### config.mk
export PLATFORM = sky130hd
export DESIGN_NAME = trap_controller
export DESIGN_NICKNAME = d
export VERILOG_FILES = /design/src/rtl/trap_controller.sv
export SDC_FILE = /design/constraint.sdc
export NUM_CORES = 1
export LEC_CHECK = 0
export ABC_AREA = 1
export CORE_UTILIZATION = 51
export DETAILED_ROUTE_END_ITERATION = 10
export PLACE_DENSITY = 0.81
export SETUP_SLACK_MARGIN = 0.05
export SYNTH_ARGS = -nofsm -noshare
export SYNTH_HDL_FRONTEND = slang
export SYNTH_SLANG_ARGS = --single-unit
### constraint.sdc
create_clock -name clk -period 2.3 [get_ports clk]
set_clock_uncertainty 0.05 [all_clocks]
set_input_delay 0.345 -clock clk [delete_from_list [all_inputs] [get_ports clk]]
set_output_delay 0.345 -clock clk [all_outputs]
set_load 0.005 [all_outputs]
### src/rtl/trap_controller.sv
// -----------------------------------------------------------------------------
// trap_controller
//
// Machine-mode trap sequencer. It arbitrates between synchronous exceptions,
// pending interrupts and MRET. For a trap it waits for any outstanding
// data-bus transaction to drain, commits mepc/mcause/mstatus and issues a
// one-cycle PC redirect with a full pipeline flush. It also owns the trap
// CSRs and serves the CSR instruction path.
//
// Ports:
//   clk, nrst        clock, asynchronous active-low reset
//   exc_req/cause/pc synchronous exception request, cause code and faulting PC
//   irq[2:0]         level interrupts {external, software, timer}
//   irq_pc(_valid)   PC of the oldest uncommitted instruction, and its valid
//   mret_req         MRET has reached the memory stage
//   mem_busy         a data-bus transaction is outstanding
//   csr_we/addr/wdata  CSR write port
//   csr_rdata        combinational CSR read of csr_addr
//   flush_all        flush every pipeline register
//   redirect(_pc)    one-cycle PC redirect and its target
//   busy             controller is not idle; stalls fetch
// -----------------------------------------------------------------------------
module trap_controller #(
  parameter logic [31:0] RESET_MTVEC = 32'h0000_8000,
  parameter int unsigned NUM_IRQ     = 3
) (
  input  logic               clk,
  input  logic               nrst,
  input  logic               exc_req,
  input  logic [31:0]        exc_cause,
  input  logic [31:0]        exc_pc,
  input  logic [NUM_IRQ-1:0] irq,
  input  logic [31:0]        irq_pc,
  input  logic               irq_pc_valid,
  input  logic               mret_req,
  input  logic               mem_busy,
  input  logic               csr_we,
  input  logic [11:0]        csr_addr,
  input  logic [31:0]        csr_wdata,
  output logic [31:0]        csr_rdata,
  output logic               flush_all,
  output logic               redirect,
  output logic [31:0]        redirect_pc,
  output logic               busy
);

  localparam logic [1:0] S_IDLE   = 2'd0;
  localparam logic [1:0] S_DRAIN  = 2'd1;
  localparam logic [1:0] S_COMMIT = 2'd2;
  localparam logic [1:0] S_RETURN = 2'd3;

  localparam logic [11:0] A_MSTATUS = 12'h300;
  localparam logic [11:0] A_MIE     = 12'h304;
  localparam logic [11:0] A_MTVEC   = 12'h305;
  localparam logic [11:0] A_MEPC    = 12'h341;
  localparam logic [11:0] A_MCAUSE  = 12'h342;
  localparam logic [11:0] A_MIP     = 12'h344;

  logic [1:0]  state_q, state_d;
  logic [31:0] trap_pc_q, trap_pc_d;       // PC latched at trap detection
  logic [31:0] trap_cause_q, trap_cause_d; // cause latched at trap detection
  logic [31:0] mtvec_q, mtvec_d;
  logic [31:0] mepc_q, mepc_d;
  logic [31:0] mcause_q, mcause_d;
  logic        st_mie_q, st_mie_d;
  logic        st_mpie_q, st_mpie_d;
  // Interrupt bits stored compactly as {bit 11, bit 7, bit 3}.
  logic [2:0]  mie_q, mie_d;

  logic [2:0]  mip_bits;
  logic [2:0]  irq_pend;
  logic        irq_take;
  logic [3:0]  irq_code;
  logic        csr_wr_ok;
  logic [31:0] mtvec_base;

  // mip layout: bit 11 = external, bit 7 = timer, bit 3 = software.
  assign mip_bits = {irq[2], irq[0], irq[1]};
  assign irq_pend = mip_bits & mie_q;
  assign irq_take = st_mie_q & irq_pc_valid & (|irq_pend);

  // Fixed priority: external (11) > software (3) > timer (7).
  always_comb begin
    if (irq_pend[2])      irq_code = 4'd11;
    else if (irq_pend[0]) irq_code = 4'd3;
    else                  irq_code = 4'd7;
  end

  assign busy       = (state_q != S_IDLE);
  assign mtvec_base = {mtvec_q[31:2], 2'b00};
  // Software writes are dropped while the bus drains.
  assign csr_wr_ok  = csr_we && (state_q != S_DRAIN);

  always_comb begin
    case (csr_addr)
      A_MSTATUS: csr_rdata = {24'b0, st_mpie_q, 3'b0, st_mie_q, 3'b0};
      A_MIE:     csr_rdata = {20'b0, mie_q[2], 3'b0, mie_q[1], 3'b0, mie_q[0], 3'b0};
      A_MTVEC:   csr_rdata = mtvec_q;
      A_MEPC:    csr_rdata = mepc_q;
      A_MCAUSE:  csr_rdata = mcause_q;
      A_MIP:     csr_rdata = {20'b0, mip_bits[2], 3'b0, mip_bits[1], 3'b0, mip_bits[0], 3'b0};
      default:   csr_rdata = 32'b0;
    endcase
  end

  always_comb begin
    // NOTE: every signal driven here gets a default first so no path leaves
    // it unassigned; without that, synthesis would infer latches.
    state_d      = state_q;
    trap_pc_d    = trap_pc_q;
    trap_cause_d = trap_cause_q;
    mtvec_d      = mtvec_q;
    mepc_d       = mepc_q;
    mcause_d     = mcause_q;
    st_mie_d     = st_mie_q;
    st_mpie_d    = st_mpie_q;
    mie_d        = mie_q;
    flush_all    = 1'b0;
    redirect     = 1'b0;
    redirect_pc  = 32'b0;

    // CSR writes apply first, so any trap update below overrides them when
    // both target the same register in the same cycle.
    if (csr_wr_ok) begin
      case (csr_addr)
        A_MSTATUS: begin
          st_mie_d  = csr_wdata[3];
          st_mpie_d = csr_wdata[7];
        end
        A_MIE:    mie_d    = {csr_wdata[11], csr_wdata[7], csr_wdata[3]};
        A_MTVEC:  mtvec_d  = csr_wdata;
        A_MEPC:   mepc_d   = {csr_wdata[31:2], 2'b00};
        A_MCAUSE: mcause_d = csr_wdata;
        default:  ;
      endcase
    end

    case (state_q)
      S_IDLE: begin
        if (exc_req) begin
          trap_pc_d    = exc_pc;
          trap_cause_d = exc_cause;
        end else if (irq_take) begin
          trap_pc_d    = irq_pc;
          trap_cause_d = {1'b1, 27'b0, irq_code};
        end else if (mret_req) begin
          state_d = S_RETURN;
        end
        if (exc_req || irq_take) begin
          flush_all = 1'b1;
          state_d   = mem_busy ? S_DRAIN : S_COMMIT;
        end
      end
      S_DRAIN: begin
        flush_all = 1'b1;
        if (!mem_busy) state_d = S_COMMIT;
      end
      S_COMMIT: begin
        flush_all = 1'b1;
        redirect  = 1'b1;
        mepc_d    = trap_pc_q;
        mcause_d  = trap_cause_q;
        st_mpie_d = st_mie_q;
        st_mie_d  = 1'b0;
        // Vectored mode only applies to interrupts; exceptions use the base.
        if (mtvec_q[1:0] == 2'b01 && trap_cause_q[31])
          redirect_pc = mtvec_base + {26'b0, trap_cause_q[3:0], 2'b00};
        else
          redirect_pc = mtvec_base;
        state_d = S_IDLE;
      end
      S_RETURN: begin
        flush_all   = 1'b1;
        redirect    = 1'b1;
        redirect_pc = mepc_q;
        st_mie_d    = st_mpie_q;
        st_mpie_d   = 1'b1;
        state_d     = S_IDLE;
      end
      default: state_d = S_IDLE;
    endcase
  end

  // NOTE: state is updated with non-blocking assignments so every register
  // samples the values from before the edge, independent of statement order.
  always_ff @(posedge clk or negedge nrst) begin
    if (!nrst) begin
      state_q      <= S_IDLE;
      trap_pc_q    <= 32'b0;
      trap_cause_q <= 32'b0;
      mtvec_q      <= RESET_MTVEC;
      mepc_q       <= 32'b0;
      mcause_q     <= 32'b0;
      st_mie_q     <= 1'b0;
      st_mpie_q    <= 1'b0;
      mie_q        <= 3'b0;
    end else begin
      state_q      <= state_d;
      trap_pc_q    <= trap_pc_d;
      trap_cause_q <= trap_cause_d;
      mtvec_q      <= mtvec_d;
      mepc_q       <= mepc_d;
      mcause_q     <= mcause_d;
      st_mie_q     <= st_mie_d;
      st_mpie_q    <= st_mpie_d;
      mie_q        <= mie_d;
    end
  end

endmodule

[After elaboration in Yosys (flattened, before gate mapping)]
Index checks and enable logic that the tools add are counted.
Operators by class
  multiplexer cells: 31
  equality and inequality tests: 15
  add/subtract/negate cells: 1
  reduce and logical (&&, ||, !) cells: 21
  bitwise gates (word level): 3
Operators with widths (number)
  two-way mux 32 bit: 11
  one-hot mux 32 bit (6 select lines): 1
  equality test 12 x 10 -> 1 bit (second input constant): 6
  one-hot mux 32 bit (2 select lines): 1
  adder 32 x 6 -> 32 bit: 1
  two-way mux 2 bit: 6
  AND reduction 2 bit: 6
  nonzero test 2 bit: 5
  != test 3 bit (second input constant): 3
  two-way mux 1 bit: 6
  one-hot mux 1 bit (2 select lines): 3
  one-hot mux 2 bit (3 select lines): 1
  nonzero test 3 bit: 2
  OR reduction 3 bit: 2
  equality test 2 x 1 -> 1 bit (second input constant): 2
  equality test 2 bit (second input constant): 2
  two-way mux 4 bit: 1
  AND reduction 4 bit: 1
  bitwise AND 3 bit: 1
  two-way mux 3 bit: 1
  bitwise AND 1 bit: 2
  logical AND 1 bit: 2
  logical NOT 2 bit: 1
  != test 2 x 1 -> 1 bit (second input constant): 1
  3 further kinds: 3
Storage, ports and cells
  bits in registers: 167
  output and inout bits: 67
  word-level logic and storage cells: 80
  input port bits: 150

[Longest topological paths before layout]
  depth in word-level cells: 7
  gate-level depth with buffers: 12
  mapped depth without buffers: 12

[Worst setup path before layout]
Ideal clock, no wire load.
  kind: register -> output
  start: register mtvec_q[2]
  end: output port redirect_pc[20]
  arrival: 1760 ps
  data required time: 1905 ps
  stages on the path, launching flop included: 13
  path buffers: 0
  slack: 145 ps
  cells stage by stage: dfrtp_1 > ha_1 > inv_1 > fa_1 > inv_1 > nand2_1 > nand2_1 > nand2_1 > nor2_1 > nand2_1 > nand2_1 > nand2_1 > o21ai_1
On the way
  cells in the longest elaborated chain, start to end: 3
Ends and longest elaborated chain
  start, declared: RTL line 62  | logic [31:0] mtvec_q, mtvec_d;
  start signal, assigned: RTL line 201  | mtvec_q <= mtvec_d;
  adder 32 x 6 -> 32 bit: RTL line 167  | redirect_pc = mtvec_base + {26'b0, trap_cause_q[3:0], 2'b00};
  two-way mux 32 bit: RTL line 166  | if (mtvec_q[1:0] == 2'b01 && trap_cause_q[31])
  one-hot mux 32 bit (2 select lines): RTL line 138  | case (state_q)
  end, declared: RTL line 43  | output logic [31:0] redirect_pc,
Every way passes these cells.

[Final worst setup path]
  start: register mtvec_q[2]
  end: output port redirect_pc[22]
The elaborated chain is that of the path after synthesis.

==> key figures <==
Run status
  • Status: complete, but fails checks
  • Failing checks: negative setup slack

Cells and area
  • Final Util: 77.2%
  • Share of post-route cells with drive strength above 1: 22.7%
  • # diodes: 0
  • # fillers: 1350
  • Area grow syn2layout: 48.4%
  • Layout Cells excl Fill: 1987
  • Final #Nets: 1895
  • Combined area of the multi-input logic cells: 4990 µm²
  • Storage element area: 4180 µm²
  • Post-Layout Inst Area: 14400 µm²

Timing
  • Slack of the critical path: -0.491 ns
  • Final setup TNS: -9.18 ns
  • Worst slew margin: 55.6%
  • Post-layout min period: 2.79 ns
  • Slew Viols, Final: 0
  • Worst-margin pin slew: 0.666 ns
  • Fin crit share: 121%
  • Final Hold Vio Count: 0
  • Hold slack: 0.321 ns
  • RSZ-0062 raised after global routing: true
  • Setup violations, final: 29
  • F_max: 358 MHz

Synthesis
  • Top cell type's share of synthesized area: 42.7%
  • Post-Synthesis Cells: 1399
  • Top cells by area, synth: dfrtp_1 43%, nand2_1 17%, nor2_1 7.1%, inv_1 6.5%, a21oi_1 3.8%
  • Most frequent cells after synthesis: 436 x nand2_1, 183 x nor2_1, 168 x inv_1, 166 x dfrtp_1, 73 x a21oi_1
  • Synth cell types: 40
  • Synthesis-stage register bit count: 167
  • Ys flop type: dfrtp_1
  • Share of flip-flops with an asynchronous set or reset: 100%
  • Area leader, netlist: dfrtp_1
  • Post-synth EDFFs: 0
  • Post-Syn Area: 9730 µm²
  • Avg Cell Area, Syn: 6.95 µm²
  • Count leader, synth: nand2_1
  • Sequential area share after synthesis: 43.0%
  • Syn_nets: 1554
  • Syn. warnings: 0

Floorplan
  • Core Rows: 50
  • Starting density of the core: 52.0%
  • Die width: 140 µm
  • Die height: 140 µm
  • Core region area: 18700 µm²
  • Full die area: 19600 µm²
  • # IOs: 217

Worst setup path
  • Arrival @ worst endpoint: 2.40 ns
  • Crit end category: output port
  • Startpoint class of the critical path: flop
  • Slowest Stage Delay on Critical Path: 0.37 ns
  • CP Max Fanout: 6
  • Slowest CP cell: dfrtp_1
  • Crit path required time: 1.90 ns
  • Critical path, cell by cell: ha_2, inv_2, fa_2, inv_2, nand2_2, nand2_4, nand2_8, nor2_4, buf_6, nand2_2, nand2_2, nand3_2, o21ai_2, buf_2
  • CP Class: flop to output port
  • CP most frequent cell: nand2_2

Place
  • DP HPWL: 25.8 mm
  • Placement Setup Slack: -0.525 ns
  • Port bufs: 216
  • DP Area: 12900 µm²
  • Final Wtd Congestion: 0.980
  • Placed insts: 1895

Route
  • 1st-iter DRT viols: 1574
  • Via density: 5.78
  • DRC errors left: 0
  • Pre-Repair DR Iteration Count: 7
  • Antenna-violating nets left: 0
  • WL final: 37.7 mm
  • Wire length per cell: 19.0 µm
  • Vias post-DR: 11.5k

GRT
  • Overall Global Routing Usage: 38.2%
  • Vias in the first global route: 10.7k
  • Initial antenna violation count: 0
  • GR Overflow Total: 0
  • Largest net degree at the start of global routing: 62
  • First-pass GRT wire length: 57.6 mm

Clock tree
  • Root buf cell: clkbuf_16
  • CTS sink count: 167
  • Worst skew pair latency: 0.43 ns
  • Clk slew on worst S/H paths: 0.07 ns
  • CTS H-tree depth: 4
  • CTS Buf Count: 17
  • CTS tree: yes
  • CTS Buffer Depth: 2

Pwr
  • PwrDens: 894 nW/µm²
  • Worst vdd ir: 0.000670 V
  • Total chip power: 12.9 mW
  • P_leak: 7.19 nW

Flow run
  • Max-Cap Viols: 0

Worst hold path
  • Worst hold path class: primary input to asynchronous set/reset pin
placed cells by master (no fill, tap or decap), types with 3 or more instances in the layout:
cell type and n:
nand2_1 412, dfrtp_1 164, nor2_1 161, inv_1 158
clkdlybuf4s50_1 141, buf_4 117, a21oi_1 70, o21ai_1 56
buf_2 50, nand4_1 41, o21ai_0 33, a31oi_1 33
buf_6 32, nand3_1 31, buf_12 23, o211ai_1 22
nand3_2 22, nand2_2 20, nor2_4 20, inv_2 18
clkbuf_16 17, dlygate4sd2_1 14, nor2_2 13, nand3_4 7
o21ai_2 6, clkbuf_2 6, nand2_4 5, inv_6 5
buf_8 4, o22ai_1 3, a21oi_2 3, nor3_1 3
ha_4 3, bufinv_16 3, clkinvlp_4 3, clkdlybuf4s15_1 3
state kept, by name, summed over array words and instances (netlist names), 2 cells and up:
name,cells
mcause_q,32
mepc_q,32
mtvec_q,32
trap_cause_q,32
trap_pc_q,32
mie_q,3
state_q,2
worst max-delay path: cells and delay by family (launching register included):
family                     cells  cell delay (ns)
adders and majority gates      2             0.55
AOI/OAI and AO/OA              1             0.08
DFF                            1             0.37
buffers and inverters          4             0.38
and+or+nand+nor                7             0.58
final timing paths:
path | start | endpoint | slack (ns) | cells after the start
worst max-delay path | mtvec_q[2] | redirect_pc[22] | -0.49 | 14
worst min-delay path | nrst | mtvec_q[24] | 0.32 | 2
worst max register to register | state_q[1] | mepc_q[2] | 0.15 | 8
worst min register to register | mcause_q[1] | mcause_q[1] | 0.44 | 2
max in group asynchronous | nrst | state_q[0] | 1.05 | 3
min in group clk | exc_cause[27] | trap_cause_q[27] | 0.41 | 3
what timing repair did:
item | CTS | global route
pin swaps | 69 | 64
setup buffers | 40 | 19
resized for setup | 362 | 66
setup endpoints to repair | 65 | 58
gates cloned | 5 | 0
endpoints found under the hold margin | 33 | 0
hold buffers | 1 | 0
report_power, final:
group / total, mW / internal (mW) / leakage [nW] / switching (mW)
registers: 5.01 / 4.09 / 2.07 / 0.925
clock network: 3.03 / 1.76 / 0.290 / 1.27
logic: 4.87 / 1.88 / 4.83 / 2.99
total: 12.9 / 7.72 / 7.19 / 5.19
area by class of cell:
class                   instances  area share, %
multi-input cells             982           34.6
flip-flops and latches        167           29.0
repair buffers                393           25.5
inverters                     179           4.71
clock buffers                  20           3.09
well taps                     234           2.03
clock inverters                12           1.14
metal layers:
layer / wire length (µm) / part of all wire [%] / global-route usage (%)
met5: 0 / 0 / 0
met4: 1400 / 3.7 / 14.5
met3: 4460 / 12 / 9.26
met2: 16600 / 44 / 58.2
met1: 15200 / 40 / 52.9
logic make-up after synthesis:
group	Yosys count	share of synthesized area, %
compound gates	231	13.1
xor+xnor	2	0.180
fa+ha+maj	5	0.720
buf+inv	251	10.9
flops	167	43.0
simple gates	743	32.0
Power figures use the tool's default switching activity.
